## config.mk

```make
export PLATFORM = sky130hd
export DESIGN_NAME = multicycle_controller
export DESIGN_NICKNAME = d
export VERILOG_FILES = /design/src/rtl/multicycle_controller.sv
export SDC_FILE = /design/constraint.sdc
export NUM_CORES = 1
export LEC_CHECK = 0
export CORE_MARGIN = 2
export CORE_UTILIZATION = 35
export CTS_CLUSTER_SIZE = 28
export DETAILED_ROUTE_END_ITERATION = 7
export PLACE_DENSITY = 0.89
export SETUP_SLACK_MARGIN = 0.2
export SYNTH_ARGS = -nofsm -noshare
export SYNTH_HDL_FRONTEND = slang
export SYNTH_SLANG_ARGS = --single-unit
```

## constraint.sdc

```tcl
create_clock -name clk -period 1.65 [get_ports clk]
set_input_delay 0.4125 -clock clk [delete_from_list [all_inputs] [get_ports clk]]
set_output_delay 0.4125 -clock clk [all_outputs]
set_load 0.02 [all_outputs]
```

## src/rtl/multicycle_controller.sv

```systemverilog
// multicycle_controller: FETCH/DECODE/EXEC/MEM/WB sequencer for a multi-cycle RV32I datapath
// Ports:
//   clk, rst                        clock; synchronous active-high reset
//   o_imem_req / i_imem_ack         instruction fetch handshake
//   o_ir_wr_enable                  latch instruction register on fetch ack
//   i_is_load, i_is_store,
//   i_is_branch, i_is_jump,
//   i_reg_wr_enable_in, i_is_illegal  decoded OpInfo flags, sampled DECODE..WB
//   o_dmem_req / o_dmem_wr_enable /
//   i_dmem_ack                      data memory handshake
//   o_pc_wr_enable, o_rf_wr_enable  PC commit and register-file write strobes
//   o_halted, o_timeout_err         HALT state and sticky handshake-timeout flag
//   o_state_out                     current state encoding
//   o_cycle_count, o_retire_count   performance counters (MULTICYCLE_CTRL_PERF_EN)
module multicycle_controller #(
    parameter logic [7:0] MAX_WAIT       = 8'd255,
    parameter int         PERF_CNT_WIDTH = 32
) (
    input  logic                      clk,
    input  logic                      rst,
    output logic                      o_imem_req,
    input  logic                      i_imem_ack,
    output logic                      o_ir_wr_enable,
    input  logic                      i_is_load,
    input  logic                      i_is_store,
    input  logic                      i_is_branch,
    input  logic                      i_is_jump,
    input  logic                      i_reg_wr_enable_in,
    input  logic                      i_is_illegal,
    output logic                      o_dmem_req,
    output logic                      o_dmem_wr_enable,
    input  logic                      i_dmem_ack,
    output logic                      o_pc_wr_enable,
    output logic                      o_rf_wr_enable,
    output logic                      o_halted,
    output logic                      o_timeout_err,
    output logic [2:0]                o_state_out,
    output logic [PERF_CNT_WIDTH-1:0] o_cycle_count,
    output logic [PERF_CNT_WIDTH-1:0] o_retire_count
);
    typedef enum logic [2:0] {
        FETCH  = 3'd0,
        DECODE = 3'd1,
        EXEC   = 3'd2,
        MEM    = 3'd3,
        WB     = 3'd4,
        HALT   = 3'd5
    } state_t;

    state_t     r_state;
    state_t     w_next;
    logic [7:0] r_wait_cnt;
    logic       r_timeout_err;
    logic       w_imem_req, w_ir_wr, w_dmem_req, w_dmem_wr, w_pc_wr, w_rf_wr, w_timeout;
    logic       w_last;
    logic       w_unused;

    // Branch and jump need no sequencing of their own; the datapath resolves the target.
    assign w_unused = ^{i_is_branch, i_is_jump};
    assign w_last   = r_wait_cnt == MAX_WAIT - 8'd1;

    always_comb begin
        w_next     = r_state;
        w_imem_req = 1'b0;
        w_ir_wr    = 1'b0;
        w_dmem_req = 1'b0;
        w_dmem_wr  = 1'b0;
        w_pc_wr    = 1'b0;
        w_rf_wr    = 1'b0;
        w_timeout  = 1'b0;
        case (r_state)
            FETCH: begin
                w_imem_req = 1'b1;
                // An ack on the final allowed cycle still completes normally.
                if (i_imem_ack) begin
                    w_ir_wr = 1'b1;
                    w_next  = DECODE;
                end else if (w_last) begin
                    w_timeout = 1'b1;
                    w_next    = HALT;
                end
            end
            DECODE: w_next = (i_is_illegal || (i_is_load && i_is_store)) ? HALT : EXEC;
            EXEC: begin
                if (i_is_load || i_is_store) begin
                    w_next = MEM;
                end else if (i_reg_wr_enable_in) begin
                    w_next = WB;
                end else begin
                    w_pc_wr = 1'b1;
                    w_next  = FETCH;
                end
            end
            MEM: begin
                w_dmem_req = 1'b1;
                w_dmem_wr  = i_is_store;
                if (i_dmem_ack) begin
                    w_pc_wr = !i_is_load;
                    w_next  = i_is_load ? WB : FETCH;
                end else if (w_last) begin
                    w_timeout = 1'b1;
                    w_next    = HALT;
                end
            end
            WB: begin
                w_rf_wr = 1'b1;
                w_pc_wr = 1'b1;
                w_next  = FETCH;
            end
            HALT:    w_next = HALT;
            default: w_next = HALT;
        endcase
    end

    always_ff @(posedge clk) begin
        if (rst) begin
            r_state       <= FETCH;
            r_wait_cnt    <= 8'd0;
            r_timeout_err <= 1'b0;
        end else begin
            r_state       <= w_next;
            // Counts only while a request stays pending; any state change clears it.
            r_wait_cnt    <= ((w_imem_req || w_dmem_req) && w_next == r_state) ? r_wait_cnt + 8'd1 : 8'd0;
            r_timeout_err <= r_timeout_err | w_timeout;
        end
    end

    // Strobes are forced low during reset so a mid-instruction reset commits nothing.
    assign o_imem_req       = w_imem_req & ~rst;
    assign o_ir_wr_enable   = w_ir_wr & ~rst;
    assign o_dmem_req       = w_dmem_req & ~rst;
    assign o_dmem_wr_enable = w_dmem_wr & ~rst;
    assign o_pc_wr_enable   = w_pc_wr & ~rst;
    assign o_rf_wr_enable   = w_rf_wr & ~rst;
    assign o_halted         = r_state == HALT;
    assign o_timeout_err    = r_timeout_err;
    assign o_state_out      = r_state;

`ifdef MULTICYCLE_CTRL_PERF_EN
    logic [PERF_CNT_WIDTH-1:0] r_cycle_count, r_retire_count;

    always_ff @(posedge clk) begin
        if (rst) begin
            r_cycle_count  <= '0;
            r_retire_count <= '0;
        end else begin
            if (r_state != HALT) r_cycle_count <= r_cycle_count + PERF_CNT_WIDTH'(1);
            if (w_pc_wr) r_retire_count <= r_retire_count + PERF_CNT_WIDTH'(1);
        end
    end

    assign o_cycle_count  = r_cycle_count;
    assign o_retire_count = r_retire_count;
`else
    assign o_cycle_count  = '0;
    assign o_retire_count = '0;
`endif
endmodule

```

==> results of run 1 <==
-- timing repair --
item | in CTS | in global routing
pin swaps | 17 | 7
setup buffers | 8 | 0
endpoints found under the setup margin | 22 | 20
resized for setup | 71 | 7
-- per-layer routing --
layer / up-vias / part of all wire (%) / global-route usage [%]
li1: 446 / - / -
met1: 418 / 38 / 12.1
met2: 44 / 55 / 24.1
met3: 0 / 7.1 / 3.31
met4: 0 / 0 / 2.74
met5: - / 0 / 0
-- flip-flops by register name (all words and copies together), names as in the netlist --
register,count
o_state_out,3
r_wait_cnt,8
o_timeout_err,1
-- kinds of logic after synthesis --
family                   Yosys count
adder cells (fa/ha/maj)            2
XOR/XNOR                           6
AND/OR/NAND/NOR                   42
other                              1
AO/OA/AOI/OAI                     14
flip-flops                        12
buffers and inverters             70
-- cell type report --
| type | instances | area (um2) |
|---|---|---|
| clock buffer | 4 | 36.3 |
| fill | 335 | 1790 |
| inverter | 4 | 15.0 |
| multi-input combinational | 128 | 737 |
| sequential | 12 | 246 |
| tap | 46 | 57.6 |
| timing repair buffer | 46 | 402 |
-- cells in the mapped netlist --
| library cell | n | share of area (%) |
|---|---|---|
| or3_1 | 1 | 0.53 |
| nor3b_1 | 1 | 0.64 |
| a21oi_2 | 1 | 0.75 |
| a211oi_1 | 1 | 0.64 |
| o31a_2 | 1 | 0.85 |
| nor2b_1 | 2 | 1.1 |
| conb_1 | 1 | 0.32 |
| o21ai_0 | 2 | 0.85 |
| o32a_1 | 1 | 0.85 |
| ha_1 | 2 | 2.1 |
| or3_4 | 1 | 0.96 |
| nand2_1 | 9 | 2.9 |
| o21ai_4 | 1 | 1.4 |
| buf_2 | 1 | 0.43 |
| and4_1 | 1 | 0.75 |
| o2bb2ai_1 | 1 | 0.75 |
| nor2_1 | 14 | 4.5 |
| nand4_4 | 1 | 1.8 |
| xor2_1 | 5 | 3.7 |
| a31oi_1 | 1 | 0.53 |
| nor4_1 | 1 | 0.53 |
| nand4_1 | 2 | 1.1 |
| a41oi_1 | 1 | 0.75 |
| dfxtp_1 | 12 | 20 |
| and3_1 | 3 | 1.6 |
| inv_1 | 4 | 1.3 |
| nor4_2 | 1 | 1.1 |
| buf_6 | 1 | 0.96 |
| a21oi_1 | 3 | 1.3 |
| xnor2_1 | 1 | 0.75 |
| and2_1 | 2 | 1.1 |
| nand3_1 | 3 | 1.3 |
| o22ai_1 | 1 | 0.53 |
| buf_4 | 64 | 41 |
-- worst paths after layout --
path	slack [ns]	start	endpoint	cells after the start
worst max-delay path	-0.32	o_state_out[0]$_SDFF_PP0_	o_pc_wr_enable	4
worst max register to register	0.01	o_state_out[0]$_SDFF_PP0_	o_state_out[1]$_SDFF_PP0_	8
worst min-delay path	0.54	o_timeout_err$_SDFF_PP0_	o_timeout_err$_SDFF_PP0_	2
worst min register to register	0.54	o_timeout_err$_SDFF_PP0_	o_timeout_err$_SDFF_PP0_	2
-- layout by cell type (no fill, tap or decap), types with 2 or more instances in the layout --
master / instances
buf_2: 3
nand3_1: 3
buf_4: 24
nand2_1: 8
and3_1: 2
xor2_1: 5
dfxtp_1: 9
clkdlybuf4s50_1: 4
inv_1: 4
and2_4: 2
or3_4: 2
buf_6: 11
nor2_1: 11
nor2_2: 2
nand4_1: 2
ha_1: 2
clkbuf_4: 3
a21oi_1: 2
dlygate4sd2_1: 2
conb_1: 64
dfxtp_2: 2
-- worst max-delay path: stages, from the launching register on --
cell	delay [ns]
dfxtp_2	0.33
or3_4	0.36
o32a_1	0.33
a21oi_4	0.14
buf_6	0.13
-- per-stage QoR --
stage	worst slack (ns)	cell area [um2]
after detailed placement	-1.04	1360
after floorplan	-0.0481	1460
after CTS	-0.399	1480
final	-0.322	1490
after global placement	-1.01	1360
after global routing	-0.367	1490
-- power groups by stage --
stage | Clock, W | Combinational, W | Sequential [W]
after floorplan | 0 | 0.000545 | 0.000403
after global placement | 0 | 0.000745 | 0.000361
after detailed placement | 0 | 0.000757 | 0.000362
after global routing | 0.000261 | 0.00106 | 0.000362
final | 0.000237 | 0.000977 | 0.000356
after CTS | 0.000250 | 0.000947 | 0.000355
==> reports/summary.txt, run 1 <==
Util after Layout = 45.5%
Detail Route Antenna Nets = 0
# DRC = 0
WP data arrival = 1.56 ns
Synth Area in Compound Gates = 9.18%
Int Power = 0.000928 W
Cell variety after synth = 34
global-route wire length before repair = 3.43 mm
Data required, critical path = 1.24 ns
Sequential Power Share = 22.7%
Fin Setup TNS = -0.758 ns
largest family of logic cells by synthesized area = buffers and inverters
synthesized instance count = 147
WL per Instance = 9.13 um
vias in the first global route = 817
Final Non-Filler Cells = 240
PwrDens = 1050 nW/um2
clock latency at the later pin of the worst-skew pair = 0.27 ns
std cell rows = 21
Setup crit start kind = flop
syn avg cell area = 7.98 um2
Hold WS = 0.542 ns
Worst Setup Path Type = flop to primary output
Setup-failing EPs final = 7
Max Cap Violations = 0
Via density = 3.78
CTS tree = done
via count = 908
TritonCTS Buffers = 3
Logic pwr share = 62.2%
simple-gate share of the synthesized area = 19.7%
Max Clock Freq = 507 MHz
Pre-Repair DR Iteration Count = 4
Placed Cells = 228
Design Power = 0.00157 W
initial antenna violation count = 0
Final Hold Vio Count = 0
sequential-to-total area share from yosys stat = 20.5%
largest net degree at the start of global routing = 9
min Tclk post-route = 1.97 ns
outcome = finished with violations
core area = 3280 um2
post-synthesis mux area share = 0%
Tcrit/Tclk final = 119%
register clock-pin slew on the reported worst setup and hold paths = 0.08 ns
Net Sw Frac = 40.9%
H-tree Lvls = 1
FF+latch count, synth = 12
Synth Area in XOR/XNOR = 4.48%
Clock Power Share = 15.1%
WL final = 2.19 mm
NumNets Final = 207
die outline area = 3830 um2
CP Max Fanout = 2
Synth Area in Adders = 2.13%
warnings from Yosys = 0
Worst Setup End Kind = primary output
final setup margin = -0.322 ns
area added between synthesis and finish = 27.4%
Clock Root Buffer = clkbuf_4
ant diodes = 0
Port Buffers = 18
VDD IR max = 0.441 mV
CTS Sinks = 12
GP Congestion = 0.934
Chip Width = 61.9 um
Final Max Slew Viols = 0
Tot GR Track Use = 12.0%
Worst Hold Class = flop to flop
layout cells sized above 1 = 34.0%
mapped cell area = 1170 um2
clk_skew = 0.00241 ns
Starting Density = 35.7%
RSZ-0062 raised after global routing = yes
CTS Hold Buffers Added = 0
total congestion overflow = 0
DP Wirelength = 1.69 mm
Die Ht = 61.9 um
clk buf depth = 2
Switch Pwr = 0.000641 W
P_leak = 0.725 nW
# IOs = 85
DRT iter0 DRCs = 18
violated checks = setup timing
Note: power is estimated with default switching activity, not from simulation.
==> run 2, diff against run 1 <==
- CORE_MARGIN: 2 -> not set
- CTS_CLUSTER_SIZE: 28 -> not set
==> reports/summary.txt, run 2 (synthesized netlist as in run 1, its figures left out) <==
outcome = finished with violations
violated checks = setup timing
Port Buffers = 18 (unchanged)
slowest CP cell = or3_4
RSZ-0062 raised after global routing = yes
Final Hold Vio Count = 0 (unchanged)
slowest stage delay, CP = 0.36 ns (about the same)
layout cells sized above 1 = 34.9% (+0.85 points)
ant diodes = 0 (unchanged)
FF+latch area = 246 um2 (unchanged)
Hold Path Cell Cnt = 2 (unchanged)
TritonCTS Buffers = 3 (unchanged)
register clock-pin slew on the reported worst setup and hold paths = 0.08 ns (about the same)
PwrDens = 1050 nW/um2 (-0.24%)
RR Endpoint = o_state_out[1]$_SDFF_PP0_
R2R Path Start = o_state_out[0]$_SDFF_PP0_
Biggest register = r_wait_cnt
Final Max Slew Viols = 0 (unchanged)
# DRC = 0 (unchanged)
Detail Route Antenna Nets = 0 (unchanged)
worst path cell trace = or3_4 -> o32a_1 -> a21oi_4 -> buf_6
VDD IR max = 0.484 mV (+9.9%)
Via density = 3.85 (+1.6%)
Max Clock Freq = 510 MHz (+0.56%)
Hold WS = 0.512 ns (-0.0302 ns)
CTS Hold Buffers Added = 0 (unchanged)
H-tree Lvls = 1 (unchanged)
DRT iter0 DRCs = 32 (+14)
Max Cap Violations = 0 (unchanged)
CP Max Fanout = 2 (unchanged)
DP Wirelength = 1.63 mm (-3.7%)
Die Ht = 59.9 um (-3.2%)
CTS tree = done
global-route wire length before repair = 3.20 mm (-6.6%)
largest net degree at the start of global routing = 13 (+4)
NumNets Final = 208 (+0.48%)
std cell rows = 20 (-4.8%)
Final Non-Filler Cells = 239 (-0.42%)
Tot GR Track Use = 12.1% (+0.057 points)
WP data arrival = 1.55 ns (about the same)
CTS Sinks = 12 (unchanged)
Setup crit start kind = flop
area added between synthesis and finish = 30.0%
clock latency at the later pin of the worst-skew pair = 0.28 ns (about the same)
initial antenna violation count = 0 (unchanged)
min Tclk post-route = 1.96 ns (-0.0109 ns)
Critical Path Start = o_state_out[0]$_SDFF_PP0_
Tcrit/Tclk final = 119% (-0.66 points)
GP Congestion = 0.867 (-7.2%)
commonest non-fill, non-tap cell in the layout = conb_1
fillers = 300 (-10%)
Worst Setup Path Type = flop to primary output
CP Capture Point = o_pc_wr_enable
Clock Root Buffer = clkbuf_4
max reg flops = 8 (unchanged)
Pre-Repair DR Iteration Count = 4 (unchanged)
area of the multi-input gates = 744 um2 (+1.0%)
P_leak = 0.742 nW (+2.4%)
Worst Setup End Kind = primary output
via count = 919 (+1.2%)
# IOs = 85 (unchanged)
total congestion overflow = 0 (unchanged)
commonest non-fill, non-tap cells in the layout = 64 x conb_1, 23 x buf_4, 11 x nor2_1, 11 x buf_6, 9 x dfxtp_1
Worst Hold Class = flop to flop
Setup-failing EPs final = 6 (-1)
Placed Cells = 224 (-1.8%)
die outline area = 3590 um2 (-6.4%)
WL per Instance = 9.97 um (+9.2%)
clk_skew = 0.00848 ns (+0.00607 ns)
Placement Setup Slack = -1.03 ns (+0.00450 ns)
r2r setup slk = 0.07 ns (+0.06 ns)
Data required, critical path = 1.24 ns (about the same)
Util after Layout = 49.1% (+3.6 points)
Starting Density = 37.8% (+2.1 points)
Chip Width = 59.9 um (-3.2%)
vias in the first global route = 734 (-10%)
clk buf depth = 2 (unchanged)
path depth of the worst reg2reg path = 7 (-1)
core area = 3100 um2 (-5.5%)
final setup margin = -0.311 ns (+0.0109 ns)
WL final = 2.38 mm (+8.8%)
run 2: cell type report:
type / instances / share of cell area (%)
clock buffers: 4 / 2.38
multi-input cells: 128 / 48.9
repair buffers: 47 / 28.0
well taps: 44 / 3.61
flip-flops and latches: 12 / 16.2
inverters: 4 / 0.985
run 2: per-stage QoR:
stage	power (W)	instance area (um2)	setup TNS, ns
6_report	0.00160	1520	-0.954
5_1_grt	0.00169	1520	-1.25
2_1_floorplan	0.000948	1460	-0.0481
4_1_cts	0.00140	1420	-0.668
3_5_place_dp	0.00113	1350	-5.73
3_3_place_gp	0.00111	1350	-5.35
run 2: timing repair:
action                                  in CTS  in global routing
setup buffers                                1                 10
endpoints found under the setup margin      22                 12
hold endpoints to repair                     0                  0
pin swaps                                    8                 17
gates resized for setup                     68                 15
run 2: layer usage:
| metal | track usage [%] | vias to the layer above | wire length, um |
|---|---|---|---|
| met5 | 0 | - | 0 |
| li1 | - | 448 | - |
| met1 | 13.1 | 429 | 874 |
| met4 | 3.99 | 0 | 21 |
| met2 | 21.7 | 39 | 1350 |
| met3 | 4.11 | 3 | 139 |
run 2: how the worst min path moves through the flow:
| stage | start | end | slack [ns] |
|---|---|---|---|
| after detailed placement | o_timeout_err$_SDFF_PP0_ | o_timeout_err$_SDFF_PP0_ | 0.47 |
| after global routing | o_timeout_err$_SDFF_PP0_ | o_timeout_err$_SDFF_PP0_ | 0.53 |
| after floorplan | r_wait_cnt[0]$_SDFF_PP0_ | r_wait_cnt[0]$_SDFF_PP0_ | 0.45 |
| after global placement | o_timeout_err$_SDFF_PP0_ | o_timeout_err$_SDFF_PP0_ | 0.47 |
| after CTS | o_timeout_err$_SDFF_PP0_ | o_timeout_err$_SDFF_PP0_ | 0.49 |
| final | o_timeout_err$_SDFF_PP0_ | o_timeout_err$_SDFF_PP0_ | 0.51 |
run 2: critical path, delay by kind of cell, from the launching register on:
family	cells	cell delay, ns
buffers and inverters	1	0.13
and+or+nand+nor	1	0.36
DFF	1	0.32
AOI/OAI and AO/OA	2	0.45
run 2: power by group:
part / total (W) / switching, W / internal (W)
logic: 0.00101 / 0.000530 / 0.000479
registers: 0.000352 / 0.0000248 / 0.000327
clock network: 0.000236 / 0.000101 / 0.000135
total: 0.00160 / 0.000656 / 0.000941
==> run 3, diff against run 2 <==
- SETUP_SLACK_MARGIN: 0.2 -> not set
==> reports/summary.txt, run 3 (synthesized netlist as in run 1, its figures left out) <==
clock latency at the later pin of the worst-skew pair = 0.27 ns (about the same)
Setup crit start kind = flop
violated checks = setup timing
PwrDens = 986 nW/um2 (-5.9%)
WL final = 2.23 mm (-6.4%)
Worst Setup End Kind = primary output
Worst Setup Path Type = flop to primary output
DRT iter0 DRCs = 40 (+25%)
placed cell area = 1330 um2 (-1.8%)
Worst Hold Class = flop to flop
GP Congestion = 0.858 (-1.0%)
Fin Setup TNS = -0.556 ns (+0.397 ns)
initial antenna violation count = 0 (unchanged)
Port Buffers = 18 (unchanged)
final instance area = 1420 um2 (-7.0%)
Pre-Repair DR Iteration Count = 4 (unchanged)
Final Hold Vio Count = 0 (unchanged)
commonest non-fill, non-tap cells in the layout = 64 x conb_1, 26 x buf_4, 13 x nor2_1, 9 x dfxtp_1, 8 x nand2_1
fillers = 316 (+5.3%)
area added between synthesis and finish = 20.9%
VDD IR max = 0.550 mV (+14%)
NumNets Final = 203 (-2.4%)
Via density = 3.96 (+2.9%)
ant diodes = 0 (unchanged)
CTS tree = done
clk_skew = 0.00422 ns (-0.00425 ns)
register clock-pin slew on the reported worst setup and hold paths = 0.08 ns (about the same)
core area = 3100 um2 (unchanged)
# DRC = 0 (unchanged)
slowest CP cell = or3_4
delay-heaviest family, CP = compound AO/OA/AOI/OAI gates
WP data arrival = 1.56 ns (about the same)
TritonCTS Buffers = 3 (unchanged)
std cell rows = 20 (unchanged)
Clock Root Buffer = clkbuf_4
P_leak = 0.702 nW (-5.3%)
via count = 926 (+0.76%)
# IOs = 85 (unchanged)
DP Wirelength = 1.67 mm (+2.6%)
worst path cell trace = or3_4 -> o32a_1 -> a21oi_4 -> buf_6
Tcrit/Tclk final = 119% (+0.58 points)
outcome = finished with violations
final setup margin = -0.320 ns (-0.00949 ns)
Placement Setup Slack = -1.05 ns (-0.0129 ns)
Final Non-Filler Cells = 234 (-2.1%)
commonest non-fill, non-tap cell in the layout = conb_1
Data required, critical path = 1.24 ns (about the same)
WL per Instance = 9.54 um (-4.4%)
Hold WS = 0.510 ns (-0.00123 ns)
CP Max Fanout = 2 (unchanged)
Die Ht = 59.9 um (unchanged)
Max Cap Violations = 0 (unchanged)
CP bufs+invs = 1 (unchanged)
Final Max Slew Viols = 0 (unchanged)
RSZ-0062 raised after global routing = yes
Max Clock Freq = 508 MHz (-0.48%)
Biggest register = r_wait_cnt
global-route wire length before repair = 3.16 mm (-1.3%)
Starting Density = 37.8% (unchanged)
largest net degree at the start of global routing = 13 (unchanged)
Placed Cells = 225 (+0.45%)
total congestion overflow = 0 (unchanged)
slowest stage delay, CP = 0.36 ns (about the same)
Detail Route Antenna Nets = 0 (unchanged)
min Tclk post-route = 1.97 ns (+0.00949 ns)
Chip Width = 59.9 um (unchanged)
layout cells sized above 1 = 28.9% (-5.9 points)
Setup-failing EPs final = 4 (-2)
CTS Sinks = 12 (unchanged)
Tot GR Track Use = 11.8% (-0.32 points)
die outline area = 3590 um2 (unchanged)
max reg flops = 8 (unchanged)
vias in the first global route = 750 (+2.2%)
H-tree Lvls = 1 (unchanged)
clk buf depth = 2 (unchanged)
## run 3: cell count changes in the layout (fill, tap and decap cells not counted), moves of 2 or more
| cell | change |
|---|---|
| nor2_1 | +2 |
| clkdlybuf4s50_1 | +2 |
| buf_8 | -2 |
| buf_4 | +3 |
| buf_6 | -8 |
| nor2_2 | -2 |
## run 3: through the flow
stage	total power [W]	utilization, %
4_1_cts	0.00136	44.8
5_1_grt	0.00148	45.7
6_report	0.00140	45.7
2_1_floorplan	0.000933	-
3_5_place_dp	0.00108	42.7
3_3_place_gp	0.00107	42.7
## run 3: tightest hold or removal path: cells and delay by family, from the launching register on
| kind | cells | cell delay (ns) |
|---|---|---|
| xor+xnor | 1 | 0.07 |
| simple gates | 1 | 0.07 |
| flops | 1 | 0.34 |
## run 3: path summary, 6_finish.rpt
check | start | endpoint | slack, ns | depth (start not counted)
min | r_wait_cnt[5]$_SDFF_PP0_ | r_wait_cnt[5]$_SDFF_PP0_ | 0.51 | 2
max reg2reg | o_state_out[1]$_SDFF_PP0_ | o_state_out[2]$_SDFF_PP0_ | 0.03 | 7
max | o_state_out[0]$_SDFF_PP0_ | o_pc_wr_enable | -0.32 | 4
min reg2reg | r_wait_cnt[5]$_SDFF_PP0_ | r_wait_cnt[5]$_SDFF_PP0_ | 0.51 | 2
## run 3: repair_timing
action	4_1_cts	5_1_grt
endpoints found under the hold margin	0	0
hold buffers	0	0
resized for setup	57	4
cloned	0	0
setup endpoints to repair	11	7
pin swaps	5	10
setup buffers	2	3
## run 3: layer usage
metal	global-route usage, %	part of all wire [%]
met1	13.4	38
met2	20.0	51
met3	4.33	9.0
met4	4.32	1.5
met5	0	0
## run 3: final cells by class
type,instances,area (um2),area share (%)
Tap cell,44,55.1,3.88
Clock buffer,4,36.3,2.56
Timing Repair Buffer,42,342,24.1
Multi-Input combinational cell,128,723,51.0
Inverter,4,15.0,1.06
Sequential cell,12,246,17.4
## run 3: power by group
part	switching (W)	leakage (nW)	internal, W
registers	0.0000255	0.0987	0.000327
logic	0.000486	0.582	0.000325
clock network	0.0000999	0.0210	0.000134
total	0.000612	0.702	0.000787
==> variant, RTL diff (flow settings as in run 2) <==
Set the parameter `PERF_CNT_WIDTH` to 24 (it was 32).
--- a/src/rtl/multicycle_controller.sv
+++ b/src/rtl/multicycle_controller.sv
@@ -14,7 +14,7 @@
 //   o_cycle_count, o_retire_count   performance counters (MULTICYCLE_CTRL_PERF_EN)
 module multicycle_controller #(
     parameter logic [7:0] MAX_WAIT       = 8'd255,
-    parameter int         PERF_CNT_WIDTH = 32
+    parameter int         PERF_CNT_WIDTH = 24
 ) (
     input  logic                      clk,
     input  logic                      rst,
Interface: changed (resized o_cycle_count and o_retire_count); port bits go from 85 to 69. The function was not compared with the original's and may differ.
==> variant against run 2 <==
- the run ends with design-rule violations, negative setup slack left
- setup slack improved by 0.00096 ns
- synthesized area is 10% lower
- clock skew decreased by 0.0082 ns
- register-to-register slack better by 0.02 ns
- sequential share of layout area up 0.65 points
- power increased by 2.1%
- first-iteration DRC count is 13% lower
- routed wire length shrank 2.6%
- final area fell by 3.9%
- critical path type unchanged
- sequential cell count stayed put
- global-route usage grew 1.3 points
==> variant: results <==
set metrics [dict create \
    status "complete, but fails checks" \
    violations "design-rule violations, negative setup slack" \
    grt_pass1_wl_um 3387 \
    timing.final.ws_setup_ns -0.3097 \
    startpoint "o_state_out[0]$_SDFF_PP0_" \
    irDropWorstVdd_mv 0.5403 \
    finalSetupViolations 7 \
    fin_skew_ns 0.0002602 \
    vias 885 \
    antenna_found_initial 0 \
    drive_above_1_share_pct 40.22 \
    ys_seq_area_share_pct 22.83 \
    synth-compound-area-share_pct 10.23 \
    ys.flop_type "dfxtp_1" \
    clockBufferDepth 2 \
    gp_routability_congestion 0.8110 \
    switching_share_pct 39.72 \
    yosysWarnings 0 \
    hp-start "o_timeout_err$_SDFF_PP0_" \
    cp.arrival_ns 1.55 \
    cts_buffers 3 \
    ys_top_cells_by_count "48 x buf_4, 14 x nor2_1, 12 x dfxtp_1" \
    clock_latency_ns 0.26 \
    dp.cells 196 \
    first_pass_iters 6 \
    muxShareOfSynthArea_pct 0 \
    p_leak_nw 0.6901 \
    grt_start_max_net_pins 13 \
    fin_nets 192 \
    ys_async_sr_fraction_pct 0 \
    largest_register_ffs 8 \
    root_buffer "clkbuf_4" \
    synth_area_per_cell_um2 8.033 \
    place_hpwl_um 1486 \
    clkTransAtPathRegs_ns 0.07 \
    drt_wl_total_um 2322 \
    route.detailed.drc 14 \
    synth_edf_count 0 \
    tns_ns -0.8831 \
    synth_xor_xnor_area_share_pct 4.994 \
    hp-class "reg2reg" \
    synthAdderAreaFrac_pct 2.378 \
    drtIter0Drc 28 \
    pre_cts_ws_ns -1.029 \
    grt_pass1_vias 728 \
    vias_per_cell 4.214 \
    grt_usage_pct 13.32 \
    ys_top_cells_by_area "buf_4 34%, dfxtp_1 23%, nor2_1 5.0%" \
]
-- variant: kinds of logic (layout without fill, tap and decap cells) --
group                      after synthesis  in the layout
buffers and inverters                   54             55
and+or+nand+nor                         42             42
AOI/OAI and AO/OA                       14             14
DFF                                     12             12
xor gates and xnor gates                 6              6
adders and majority gates                2              2
other                                    1             48
-- variant: worst paths after layout --
kind / endpoint / slack, ns / depth (start not counted)
setup / recovery: o_pc_wr_enable / -0.31 / 4
hold / removal: o_timeout_err$_SDFF_PP0_ / 0.50 / 2
setup reg to reg: r_wait_cnt[7]$_SDFF_PP0_ / 0.09 / 7
hold reg to reg: o_timeout_err$_SDFF_PP0_ / 0.50 / 2
-- variant: metrics by stage --
step                      area [µm²]  hold slack [ns]
after floorplan                 1284           0.4528
after global placement          1269           0.4869
after detailed placement        1269           0.4849
after CTS                       1395           0.5235
after global routing            1465           0.5429
final                           1465           0.4975
-- variant: per-layer routing --
metal | track usage (%) | vias to the layer above | part of all wire, %
met5 | 0 | - | 0
li1 | - | 435 | -
met3 | 1.382 | 0 | 4.0
met1 | 16.39 | 413 | 41
met4 | 2.091 | 0 | 0
met2 | 25.17 | 37 | 55
-- variant: final cells by class --
cell class              instances  area [µm²]
repair buffers                 47       436.7
inverters                       4       15.01
multi-input cells             112       691.9
flip-flops and latches         12       246.5
well taps                      31       38.79
clock buffers                   4       36.28
fillers                       239        1340
-- variant: worst max-delay path: stages, from the launching register on --
cell,delay [ns]
dfxtp_2,0.34
or3_4,0.36
o32a_1,0.33
a21oi_4,0.13
buf_6,0.12
-- variant: repair_timing --
item                                    CTS  global route
endpoints found under the setup margin   22            22
gates resized for setup                  75            16
pin swaps                                21             6
buffers inserted                          7             3
-- variant: power groups by stage --
stage	Clock, mW	Sequential (mW)	Combinational [mW]
after floorplan	0	0.403	0.484
after global routing	0.257	0.357	1.09
after global placement	0	0.363	0.709
after CTS	0.234	0.348	0.880
after detailed placement	0	0.365	0.719
final	0.229	0.354	1.05
